`config.mk`:
```
export PLATFORM = sky130hd
export DESIGN_NAME = rr_sel_arbiter
export DESIGN_NICKNAME = d
export VERILOG_FILES = /design/src/rtl/rr_sel_arbiter.sv
export SDC_FILE = /design/constraint.sdc
export NUM_CORES = 1
export LEC_CHECK = 0
export BUFFER_PORTS_ARGS = -buffer_cell sky130_fd_sc_hd__buf_2
export CORE_UTILIZATION = 50
export CTS_CLUSTER_SIZE = 30
export DETAILED_ROUTE_END_ITERATION = 6
export PLACE_DENSITY = 0.74
export SYNTH_ARGS = -nofsm -noshare
export SYNTH_HDL_FRONTEND = slang
export SYNTH_SLANG_ARGS = --single-unit
```
`constraint.sdc`:
```
create_clock -name clk -period 4.3 [get_ports clk]
set_clock_uncertainty 0.15 [all_clocks]
set_input_delay 0.645 -clock clk [delete_from_list [all_inputs] [get_ports clk]]
set_output_delay 0.645 -clock clk [all_outputs]
set_load 0.05 [all_outputs]
```
`src/rtl/rr_sel_arbiter.sv`:
```
// Round-robin arbiter driving the 2-bit select of a 4:1 data mux.
// Each grant is held for up to MAX_BURST accepted transfers, then priority rotates.
module rr_sel_arbiter #(
  parameter int unsigned N_REQ     = 4,
  parameter int unsigned SEL_W     = 2,
  parameter int unsigned MAX_BURST = 4
) (
  input  logic             clk,
  input  logic             rst_n,
  input  logic [N_REQ-1:0] req,
  input  logic             out_ready,
  output logic [SEL_W-1:0] sel,
  output logic [N_REQ-1:0] gnt,
  output logic             out_valid,
  output logic             xfer
);

  typedef enum logic [0:0] {StIdle, StGrant} state_e;

  localparam logic [3:0] CntLast = 4'(MAX_BURST - 1);

  state_e           state_q, state_d;
  logic [SEL_W-1:0] sel_q, sel_d;
  logic [SEL_W-1:0] ptr_q, ptr_d;
  logic [N_REQ-1:0] gnt_q, gnt_d;
  logic [3:0]       cnt_q, cnt_d;
  logic [SEL_W-1:0] winner;

  assign out_valid = (state_q == StGrant) && req[sel_q];
  assign xfer      = out_valid && out_ready;
  assign sel       = sel_q;
  assign gnt       = gnt_q;

  // Scan from the farthest offset down so the closest set bit to ptr wins.
  always_comb begin
    winner = ptr_q;
    for (int off = N_REQ - 1; off >= 0; off--) begin
      if (req[SEL_W'(32'(ptr_q) + off)]) begin
        winner = SEL_W'(32'(ptr_q) + off);
      end
    end
  end

  always_comb begin
    state_d = state_q;
    sel_d   = sel_q;
    ptr_d   = ptr_q;
    gnt_d   = gnt_q;
    cnt_d   = cnt_q;
    unique case (state_q)
      StIdle: begin
        gnt_d = '0;
        if (req != '0) begin
          state_d = StGrant;
          sel_d   = winner;
          gnt_d   = N_REQ'(1) << winner;
          cnt_d   = '0;
        end
      end
      StGrant: begin
        if (!req[sel_q] || (xfer && (cnt_q == CntLast))) begin
          // Release: sel stays put so the mux input does not glitch while idle.
          state_d = StIdle;
          gnt_d   = '0;
          cnt_d   = '0;
          ptr_d   = sel_q + SEL_W'(1);
        end else if (xfer) begin
          cnt_d = cnt_q + 4'd1;
        end
      end
      default: begin
        state_d = StIdle;
        gnt_d   = '0;
        cnt_d   = '0;
      end
    endcase
  end

  always_ff @(posedge clk) begin
    if (!rst_n) begin
      state_q <= StIdle;
      sel_q   <= '0;
      ptr_q   <= '0;
      gnt_q   <= '0;
      cnt_q   <= '0;
    end else begin
      state_q <= state_d;
      sel_q   <= sel_d;
      ptr_q   <= ptr_d;
      gnt_q   <= gnt_d;
      cnt_q   <= cnt_d;
    end
  end

endmodule
```
==> flow_metrics.tcl <==
set metrics [dict create \
    path_class "in -> out" \
    synth.yosys.warnings 0 \
    finish.utilization_pct 62.9 \
    source_of_the_worst_hold_timing_path "gnt[3]" \
    drv_slew 0 \
    drive_above_1_share_pct 23.2 \
    die_area_sq_um 1590 \
    detailed_place_hpwl_mm 1.09 \
    cell_internal_pwr_uw 187 \
    synth-seq-cells 13 \
    class_of_the_tightest_hold_or_removal_check "reg -> reg" \
    place.port_buffers 14 \
    power.density_nw_per_um2 337 \
    number_of_hold_violations_in_the_final_report 0 \
    p_seq_share_pct 47.5 \
    worstRegToRegCells 5 \
    final.setup.tns_ns 0 \
    p_switching_uw 92.2 \
    gp_congestion 0.740 \
    design.final.nets 108 \
    drt-vias-per-instance 5.96 \
    antenna-diode-count 0 \
    grt_antenna_before_repair 0 \
    ys_seq_area_share_pct 36.3 \
    detail_route.wl_per_cell_um 13.0 \
    fp-row-count 13 \
    mappedNetlistNets 90 \
    detail_route.iter0.violations 21 \
    power.share.clock_pct 27.1 \
    worstHoldPathCells 2 \
    worstMarginPinSlew_ns 0.436 \
    clock_sink_count 13 \
    netlist_instances 82 \
    drt_drc_violations_left 0 \
    grt.total_usage_pct 21.9 \
    pin_count 15 \
    flow.area_growth_from_synthesis_pct 15.5 \
    clkSlewWorstSetupHoldPaths_ns 0.08 \
    pre_cts_slack_ns 1.77 \
    hold_path_end "gnt[3]" \
    grt_max_degree 17 \
    mappedNetlistArea_sq_um 717 \
    regToRegStartpoint "sel[0]" \
    total_global_routing_overflow 0 \
    drt_pass1_iterations 4 \
    number_of_global_route_vias_before_repair 525 \
    netlist-cell-type-count 39 \
    chipHeight_um 39.9 \
    cellLeakagePower_nw 0.343 \
    total_power_uw 279 \
    cts_hold_repair.buffers 0 \
    final_period_minus_worst_setup_slack_ns 2.53 \
    finalSetupViolCount 0 \
    start_util_pct 54.4 \
    cts-buffers-inserted 3 \
    floorplan.core_area_sq_um 1320 \
    worst_ir_drop_vdd_uv 229 \
    layout_setup_ws_ns 1.77 \
    critical_path_required_ns 3.50 \
    num_vias 680 \
    post_route_hold_slack_ns 0.309 \
    max_freq_mhz 395 \
    insertion_delay_ns 0.28 \
    cts_h_tree_depth 1 \
    wire_length_of_the_first_global_routing_pass_mm 2.21 \
    cts_tree "done" \
    cp-end-kind "output port" \
    outcome "completed" \
    ff2ff_setup_slack_ns 2.52 \
    die_width_um 39.9 \
    detail_route.wirelength_mm 1.48 \
    syn_avg_cell_area_sq_um 8.74 \
    netSwitchingFraction_pct 33.0 \
    cts-root-buf "clkbuf_4" \
    antenna_left 0 \
    arrival_ns 1.74 \
    drv.max_cap_violation_count 0 \
    r2r-end "cnt_q[3]" \
    worstPathMaxFanout 7 \
    pwr-share-comb_pct 25.4 \
    max-slew-margin-rel_pct 70.7 \
    cts-root-to-sink-buffers 2 \
    cts-resized-gates 0 \
    timing.critical_path.from_type "input port" \
    finalCritPeriodShare_pct 58.8 \
    post_cts.repair.setup_buffers 0 \
    grt_setup_unrepaired "false" \
]
==> worst max-delay path, stage by stage <==
cell and delay [ns]:
buf_2 0.13, mux4_2 0.50, and2_2 0.24, buf_2 0.21
==> routing by layer <==
| metal | global-route usage (%) | part of all wire (%) | vias up |
|---|---|---|---|
| met5 | 0 | 0 | - |
| met4 | 12.9 | 2.1 | 0 |
| met3 | 5.11 | 4.2 | 5 |
| met2 | 31.9 | 43 | 12 |
| met1 | 28.6 | 51 | 312 |
| li1 | - | - | 351 |
==> per-stage QoR <==
stage,instance area (sq um),cells
2_1_floorplan,717,82
3_3_place_gp,802,110
3_5_place_dp,802,110
4_1_cts,828,114
5_1_grt,828,114
6_report,828,114
==> sequential cells by signal, indices dropped and copies added, names as in the netlist <==
register and count:
sel 2, cnt_q 4, state_q 1, ptr_q 2, gnt 4
==> cell usage after synthesis (all sizes together) <==
library cell | n | area (sq um)
a22oi | 1 | 7.51
nor3 | 1 | 16.3
nor3b | 1 | 7.51
o21ai | 3 | 15.0
a221o | 1 | 10.0
o2bb2ai | 3 | 26.3
a221oi | 2 | 23.8
xor2 | 1 | 8.76
inv | 4 | 15.0
nand4 | 1 | 6.26
o31a | 1 | 8.76
nand2b | 3 | 18.8
o221ai | 1 | 8.76
o32ai | 1 | 8.76
and3 | 1 | 6.26
o21bai | 1 | 7.51
o31ai | 1 | 7.51
dfxtp | 13 | 260
clkbuf | 1 | 3.75
nor2b | 1 | 6.26
a21boi | 3 | 22.5
nand3 | 3 | 15.0
ha | 1 | 12.5
nor4 | 1 | 6.26
o21a | 2 | 15.0
nor2 | 2 | 7.51
o22ai | 2 | 12.5
or2 | 1 | 6.26
a21o | 2 | 15.0
and2 | 3 | 20.0
mux4 | 1 | 22.5
nand2 | 13 | 48.8
o211a | 1 | 10.0
a21oi | 3 | 15.0
nand3b | 2 | 15.0
==> power by group through the flow <==
stage               clock network (mW)  logic [mW]  registers [mW]
global route                    0.0824      0.0771           0.134
finish                          0.0757      0.0709           0.133
floorplan                            0      0.0405           0.148
CTS                             0.0781      0.0712           0.133
detailed placement                   0      0.0709           0.136
global placement                     0      0.0710           0.135
==> worst max-delay path by stage <==
stage	from	to	slack (ns)	cells after the start
after global placement	req[3]	out_valid	1.78	4
after CTS	sel[0]	out_valid	1.77	3
after global routing	sel[0]	out_valid	1.70	3
after floorplan	sel[0]	xfer	1.85	2
after detailed placement	req[3]	out_valid	1.77	4
final	req[3]	out_valid	1.77	4
==> cells in the final DEF (no fill, tap or decap), drive strengths merged, types with 2 or more instances in the layout <==
cell	instances
buf	14
nand2	13
dfxtp	13
inv	4
clkbuf	4
nand2b	3
a21oi	3
nand3	3
o21ai	3
o2bb2ai	3
a21boi	3
and2	3
nor2	2
nand3b	2
o21a	2
a21o	2
o22ai	2
a221oi	2
==> layout make-up <==
class	count	area (sq um)
Multi-Input combinational cell	64	438
Tap cell	15	18.8
Clock buffer	4	26.3
Fill cell	120	489
Sequential cell	13	260
Timing Repair Buffer	14	70.1
Inverter	4	15.0
==> kinds of logic after synthesis <==
kind of cell / count (synthesis) / share of synthesized area [%]
AND/OR/NAND/NOR: 33 / 25.1
AO/OA/AOI/OAI: 28 / 29.8
flip-flops: 13 / 36.3
buffers and inverters: 5 / 2.62
XOR/XNOR: 1 / 1.22
multiplexers: 1 / 3.14
adder cells (fa/ha/maj): 1 / 1.74
(Power assumes the default switching activity.)
